<file path="src/rtl/register_file_pkg.sv">
// Shared types and constants for the stack register file.
// Build option: REGISTER_FILE_BYPASS_EN enables same-cycle write-to-read forwarding.
package register_file_pkg;

    localparam int unsigned STACK_OP_WIDTH         = 2;
    localparam int unsigned STACK_REGISTER_ADDRESS = 0;

    typedef enum logic [STACK_OP_WIDTH-1:0] {
        STACK_NONE = 2'd0,
        STACK_PUSH = 2'd1,
        STACK_POP  = 2'd2
    } stack_op_t;

endpackage

</file>
<file path="src/rtl/stack_pointer_unit.sv">
// Register 0 of the register file: stack pointer with load / push / pop priority,
// bounds checking and sticky flags. Next-value outputs exist only with REGISTER_FILE_BYPASS_EN.
module stack_pointer_unit
    import register_file_pkg::*;
#(
    parameter int unsigned ADDRESS_WIDTH = 2,
    parameter int unsigned DATA_WIDTH    = 8,
    parameter logic [DATA_WIDTH-1:0] STACK_BASE  = {DATA_WIDTH{1'b1}},
    parameter logic [DATA_WIDTH-1:0] STACK_LIMIT = '0
) (
    input  logic                      clk,
    input  logic                      reset_n,
    input  logic                      stack_write_enable,
    input  logic [STACK_OP_WIDTH-1:0] stack_op,
    input  logic [DATA_WIDTH-1:0]     stack_register_write_data,
    input  logic                      general_register_write_enable,
    input  logic [ADDRESS_WIDTH-1:0]  address_3,
    input  logic [DATA_WIDTH-1:0]     general_register_write_data,
    input  logic                      stack_flag_clear,
`ifdef REGISTER_FILE_BYPASS_EN
    output logic                      sp_write_c,
    output logic [DATA_WIDTH-1:0]     sp_next_c,
`endif
    output logic [DATA_WIDTH-1:0]     stack_pointer,
    output logic                      stack_overflow,
    output logic                      stack_underflow
);

    logic                  push_c;
    logic                  pop_c;
    logic                  general_hit_c;
    logic                  at_limit_c;
    logic                  at_base_c;
    logic                  write_c;
    logic [DATA_WIDTH-1:0] next_c;
    logic                  overflow_set_c;
    logic                  underflow_set_c;

    // Decode of the three competing register-0 sources
    always_comb begin
        push_c        = (stack_op == STACK_PUSH);
        pop_c         = (stack_op == STACK_POP);
        general_hit_c = general_register_write_enable
                        && (address_3 == ADDRESS_WIDTH'(STACK_REGISTER_ADDRESS));
        at_limit_c    = (stack_pointer == STACK_LIMIT);
        at_base_c     = (stack_pointer == STACK_BASE);
    end

    // Priority: load > push/pop > general write; a blocked push/pop holds SP
    always_comb begin
        write_c         = 1'b0;
        next_c          = stack_pointer;
        overflow_set_c  = 1'b0;
        underflow_set_c = 1'b0;
        if (stack_write_enable) begin
            write_c = 1'b1;
            next_c  = stack_register_write_data;
        end else if (push_c) begin
            if (at_limit_c) begin
                overflow_set_c = 1'b1;
            end else begin
                write_c = 1'b1;
                next_c  = stack_pointer - DATA_WIDTH'(1);
            end
        end else if (pop_c) begin
            if (at_base_c) begin
                underflow_set_c = 1'b1;
            end else begin
                write_c = 1'b1;
                next_c  = stack_pointer + DATA_WIDTH'(1);
            end
        end else if (general_hit_c) begin
            write_c = 1'b1;
            next_c  = general_register_write_data;
        end
    end

`ifdef REGISTER_FILE_BYPASS_EN
    assign sp_write_c = write_c;
    assign sp_next_c  = next_c;
`endif

    always_ff @(posedge clk or negedge reset_n) begin
        if (!reset_n) begin
            stack_pointer <= STACK_BASE;
        end else if (write_c) begin
            stack_pointer <= next_c;
        end
    end

    // Sticky flags: a violation in the same cycle as a clear keeps the flag set
    always_ff @(posedge clk or negedge reset_n) begin
        if (!reset_n) begin
            stack_overflow  <= 1'b0;
            stack_underflow <= 1'b0;
        end else begin
            if (overflow_set_c) begin
                stack_overflow <= 1'b1;
            end else if (stack_flag_clear) begin
                stack_overflow <= 1'b0;
            end
            if (underflow_set_c) begin
                stack_underflow <= 1'b1;
            end else if (stack_flag_clear) begin
                stack_underflow <= 1'b0;
            end
        end
    end

endmodule

</file>
<file path="src/rtl/stack_register_file.sv">
// Register file: register 0 is the stack pointer unit, registers 1..N-1 are general.
// Two combinational read ports; REGISTER_FILE_BYPASS_EN forwards same-cycle writes to reads.
module stack_register_file
    import register_file_pkg::*;
#(
    parameter int unsigned ADDRESS_WIDTH = 2,
    parameter int unsigned DATA_WIDTH    = 8,
    parameter logic [DATA_WIDTH-1:0] STACK_BASE  = {DATA_WIDTH{1'b1}},
    parameter logic [DATA_WIDTH-1:0] STACK_LIMIT = '0
) (
    input  logic                      clk,
    input  logic                      reset_n,
    input  logic                      general_register_write_enable,
    input  logic                      stack_write_enable,
    input  logic [STACK_OP_WIDTH-1:0] stack_op,
    input  logic [ADDRESS_WIDTH-1:0]  address_1,
    input  logic [ADDRESS_WIDTH-1:0]  address_2,
    input  logic [ADDRESS_WIDTH-1:0]  address_3,
    input  logic [DATA_WIDTH-1:0]     general_register_write_data,
    input  logic [DATA_WIDTH-1:0]     stack_register_write_data,
    input  logic                      stack_flag_clear,
    output logic [DATA_WIDTH-1:0]     read_data_1,
    output logic [DATA_WIDTH-1:0]     read_data_2,
    output logic [DATA_WIDTH-1:0]     stack_pointer,
    output logic                      stack_overflow,
    output logic                      stack_underflow
);

    localparam int unsigned NUM_REGISTERS = 2 ** ADDRESS_WIDTH;

    logic [DATA_WIDTH-1:0] register_view [NUM_REGISTERS];

`ifdef REGISTER_FILE_BYPASS_EN
    logic                  sp_write_c;
    logic [DATA_WIDTH-1:0] sp_next_c;
`endif

    stack_pointer_unit #(
        .ADDRESS_WIDTH (ADDRESS_WIDTH),
        .DATA_WIDTH    (DATA_WIDTH),
        .STACK_BASE    (STACK_BASE),
        .STACK_LIMIT   (STACK_LIMIT)
    ) u_stack_pointer_unit (
        .clk                           (clk),
        .reset_n                       (reset_n),
        .stack_write_enable            (stack_write_enable),
        .stack_op                      (stack_op),
        .stack_register_write_data     (stack_register_write_data),
        .general_register_write_enable (general_register_write_enable),
        .address_3                     (address_3),
        .general_register_write_data   (general_register_write_data),
        .stack_flag_clear              (stack_flag_clear),
`ifdef REGISTER_FILE_BYPASS_EN
        .sp_write_c                    (sp_write_c),
        .sp_next_c                     (sp_next_c),
`endif
        .stack_pointer                 (stack_pointer),
        .stack_overflow                (stack_overflow),
        .stack_underflow               (stack_underflow)
    );

    assign register_view[STACK_REGISTER_ADDRESS] = stack_pointer;

    // General registers are unaffected by stack activity in the same cycle
    for (genvar g = 1; g < NUM_REGISTERS; g++) begin : gen_general_register
        logic [DATA_WIDTH-1:0] value_q;

        always_ff @(posedge clk or negedge reset_n) begin
            if (!reset_n) begin
                value_q <= '0;
            end else if (general_register_write_enable
                         && (address_3 == ADDRESS_WIDTH'(g))) begin
                value_q <= general_register_write_data;
            end
        end

        assign register_view[g] = value_q;
    end

    always_comb begin
        read_data_1 = register_view[address_1];
        read_data_2 = register_view[address_2];
`ifdef REGISTER_FILE_BYPASS_EN
        // Forward only the write that actually wins for the addressed register
        if (address_1 == ADDRESS_WIDTH'(STACK_REGISTER_ADDRESS)) begin
            if (sp_write_c) begin
                read_data_1 = sp_next_c;
            end
        end else if (general_register_write_enable && (address_3 == address_1)) begin
            read_data_1 = general_register_write_data;
        end
        if (address_2 == ADDRESS_WIDTH'(STACK_REGISTER_ADDRESS)) begin
            if (sp_write_c) begin
                read_data_2 = sp_next_c;
            end
        end else if (general_register_write_enable && (address_3 == address_2)) begin
            read_data_2 = general_register_write_data;
        end
`endif
    end

endmodule

</file>
<file path="config.mk">
export PLATFORM = sky130hd
export DESIGN_NAME = stack_register_file
export DESIGN_NICKNAME = d
export VERILOG_FILES = /design/src/rtl/register_file_pkg.sv /design/src/rtl/stack_pointer_unit.sv /design/src/rtl/stack_register_file.sv
export SDC_FILE = /design/constraint.sdc
export NUM_CORES = 1
export LEC_CHECK = 0
export CAP_MARGIN = 20
export CORE_ASPECT_RATIO = 1.4
export CORE_MARGIN = 1.5
export CORE_UTILIZATION = 54
export DETAILED_ROUTE_END_ITERATION = 10
export PLACE_DENSITY = 0.92
export REMOVE_ABC_BUFFERS = 1
export SYNTH_ARGS = -nofsm -noshare
export SYNTH_HDL_FRONTEND = slang
export SYNTH_HIERARCHICAL = 1
export SYNTH_SLANG_ARGS = --single-unit
</file>
<file path="constraint.sdc">
create_clock -name clk -period 5 [get_ports clk]
set_input_delay 1 -clock clk [delete_from_list [all_inputs] [get_ports clk]]
set_output_delay 1 -clock clk [all_outputs]
set_load 0.005 [all_outputs]
</file>
==> flow_summary.json <==
{
  "drtIter0Drc": 134,
  "cts_root_buffer": "clkbuf_8",
  "hold_depth": 1,
  "gr-total-overflow": 0,
  "cts.path.max_buffers": 2,
  "final_area_mm2": 0.00296,
  "p_int_w": 0.000635,
  "multiInputGateArea_mm2": 0.00136,
  "clk_latency_ns": 0.29,
  "wl_um": 6090,
  "finalCriticalPeriod_ns": 3.93,
  "avgRoutedWirePerCell_um": 19.7,
  "rsz0062_at_grt": "false",
  "dp_hpwl_um": 4300,
  "initial_core_util_pct": 56.1,
  "final_layout_size_suffix_gt1_share_pct": 27.7,
  "skew_ns": 0.00183,
  "p_sw_share_pct": 30.9,
  "syn2layout_area_growth_pct": 24.3,
  "antenna_cells": 0,
  "fin_setup_tns_ns": 0,
  "crit_buf_inv": 2,
  "r2r_cells": 7,
  "crit_required_ns": 4.00,
  "fin_nets": 280,
  "syn-instance-count": 201,
  "p_sw_w": 0.000284,
  "worst_pin_slew_ns": 0.776,
  "r2r_end": "u_stack_pointer_unit/stack_pointer[0]",
  "drv_slew": 0,
  "cap_violations": 0,
  "grt_max_degree": 35,
  "fin_cells": 309,
  "hold_end": "gen_general_register[2].value_q[0]",
  "dieArea_mm2": 0.00482,
  "combinationalPowerShare_pct": 35.1,
  "area.sequential_um2": 861,
  "grt_util_met3_pct": 5.35,
  "synth_edf_count": 0,
  "crit_cells": 3,
  "r2r_setup_slack_ns": 2.54,
  "status": "completed",
  "cp-startpoint": "address_1[0]",
  "vias_per_cell": 6.48,
  "start_kind": "input pin",
  "pwr-share-seq_pct": 43.5,
  "period_share_pct": 78.7,
  "grt_util_met2_pct": 44.3,
  "critical_path_class": "in2out",
  "drc_errors": 0,
  "place.gp.congestion": 0.878,
  "yosysTopAreaCell": "dfrtp_1",
  "cpLargestDelayFamily": "buffers and inverters",
  "synth.distinct_cells": 57,
  "hp-start": "gen_general_register[2].value_q[0]",
  "synth_seq_cells": 34,
  "core_area_mm2": 0.00424,
  "holdCritPathClass": "reg2reg",
  "pin_count": 55,
  "irDropWorstVdd_v": 0.000192,
  "cts_tree": "built",
  "grtUsageTotal_pct": 27.1,
  "antenna_found_initial": 0,
  "die_w_um": 59.1,
  "rows": 28,
  "grt_pass1_vias": 1946,
  "finalHoldViolCount": 0,
  "setup_violations": 0,
  "syn-cell-area_mm2": 0.00238,
  "crit_arrival_ns": 2.93,
  "dpl.cell_count": 301,
  "leakage_nw": 1.13,
  "cts_sinks": 34,
  "crit_top_cell": "clkdlybuf4s50_1",
  "grt_use_met1_pct": 34.3,
  "synthTopCellsByArea": "dfrtp_1, mux2_2, mux4_2",
  "cts.hold.buffers_added": 0,
  "max_freq_mhz": 254,
  "post_cts_buffers": 0,
  "crit_path_max_fanout": 8,
  "nFillCells": 312,
  "cpPeakStageDelay_ns": 0.83,
  "ant_nets": 0,
  "p_per_area_mw_per_mm2": 311,
  "clk_pin_slew_ns": 0.06,
  "final_core_util_pct": 69.8,
  "yosys.area.top_type_share_pct": 27.3,
  "cts_buffers": 5,
  "yosys_warnings": 6,
  "slowest_stage": "clkdlybuf4s50_1",
  "via_count": 2001,
  "busiest_layer": "met2",
  "syn_area_per_cell_um2": 11.8,
  "relSlewSlack_pct": 48.2,
  "power_w": 0.000919,
  "grt_pass1_wl_um": 9640,
  "die_y_um": 81.5,
  "rr_startpoint": "u_stack_pointer_unit/stack_pointer[0]",
  "htree_levels": 2,
  "yosysSeqAreaShare_pct": 36.2,
  "ctsResizeCount": 0,
  "cp-end-kind": "output pin",
  "ys.flop_type": "dfrtp_1",
  "crit_chain": "clkdlybuf4s50_1 > mux4_1 > clkdlybuf4s50_1",
  "postPlaceCellArea_mm2": 0.00288,
  "dr.pass1.iters": 5,
  "clockPowerShare_pct": 21.3,
  "async_flop_share_pct": 100,
  "port_buffers": 54
}
==> layout by cell type (no fill, tap or decap), types with 4 or more instances in the layout <==
cell type	netlist	final
dfstp_2	8	8
mux4_2	12	12
inv_1	9	9
o22ai_1	5	5
o21ai_0	6	6
nand2_1	10	10
mux2_2	24	24
dfrtp_1	26	26
mux4_1	4	4
clkbuf_8	1	5
nor2_1	6	6
clkdlybuf4s50_1	0	54
a21oi_1	10	10
nor3_1	5	5
nand3_1	6	6
a211oi_1	4	4
==> per-stage QoR <==
stage               worst slack, ns  hold slack (ns)
floorplan                      2.46            0.485
global placement               1.09            0.499
detailed placement             1.07            0.515
CTS                            1.06            0.531
global route                  0.973            0.551
finish                         1.07            0.528
==> area by class of cell <==
class | count | area share [%]
multi-input cells | 143 | 46.0
clock buffers | 8 | 2.71
repair buffers | 55 | 18.5
inverters | 9 | 1.14
flip-flops and latches | 34 | 29.1
well taps | 60 | 2.54
==> synth_stat cells, types with 2 or more instances <==
cell type and count:
nand3_1 6, mux4_2 12, dfstp_2 8, and2b_2 2
ha_1 3, nor3_1 5, o22ai_1 5, nand3b_2 2
dfrtp_1 26, o21ai_0 6, a21oi_2 3, a211o_1 2
o311ai_0 2, a21oi_1 10, nor2_1 6, clkbuf_1 3
buf_6 6, nand2_1 10, a31oi_1 2, buf_2 3
nor2_2 3, inv_1 9, mux2_2 24, xnor2_1 3
mux4_1 4, nand4_1 2, a211oi_1 4
==> power groups by stage <==
| stage | Combinational [W] | Clock, W | Sequential (W) |
|---|---|---|---|
| floorplan | 0.000166 | 0 | 0.000380 |
| global placement | 0.000308 | 0 | 0.000395 |
| detailed placement | 0.000318 | 0 | 0.000401 |
| CTS | 0.000321 | 0.000199 | 0.000397 |
| global route | 0.000345 | 0.000218 | 0.000407 |
| finish | 0.000323 | 0.000196 | 0.000400 |
==> worst max-delay path by stage <==
stage | endpoint | slack (ns)
CTS | read_data_1[1] | 1.06
finish | read_data_1[1] | 1.07
global placement | read_data_2[2] | 1.09
floorplan | read_data_1[1] | 2.46
detailed placement | read_data_2[2] | 1.07
global route | read_data_1[1] | 0.97
==> layer usage <==
metal | wire length, um | vias up
li1 | - | 871
met1 | 2370 | 974
met2 | 3130 | 125
met3 | 397 | 31
met4 | 199 | 0
met5 | 0 | -
==> sequential cells by signal, summed over array words and instances (netlist names) <==
signal	cells
u_stack_pointer_unit/stack_overflow	1
u_stack_pointer_unit/stack_pointer	8
gen_general_register.value_q	24
u_stack_pointer_unit/stack_underflow	1
==> kinds of logic after synthesis <==
group,share of synthesized area [%]
buf+inv,6.62
mux,27.1
fa+ha+maj,1.58
compound gates,15.2
flops,36.2
xor+xnor,1.47
simple gates,11.8
Note: power is estimated with default switching activity, not from simulation.
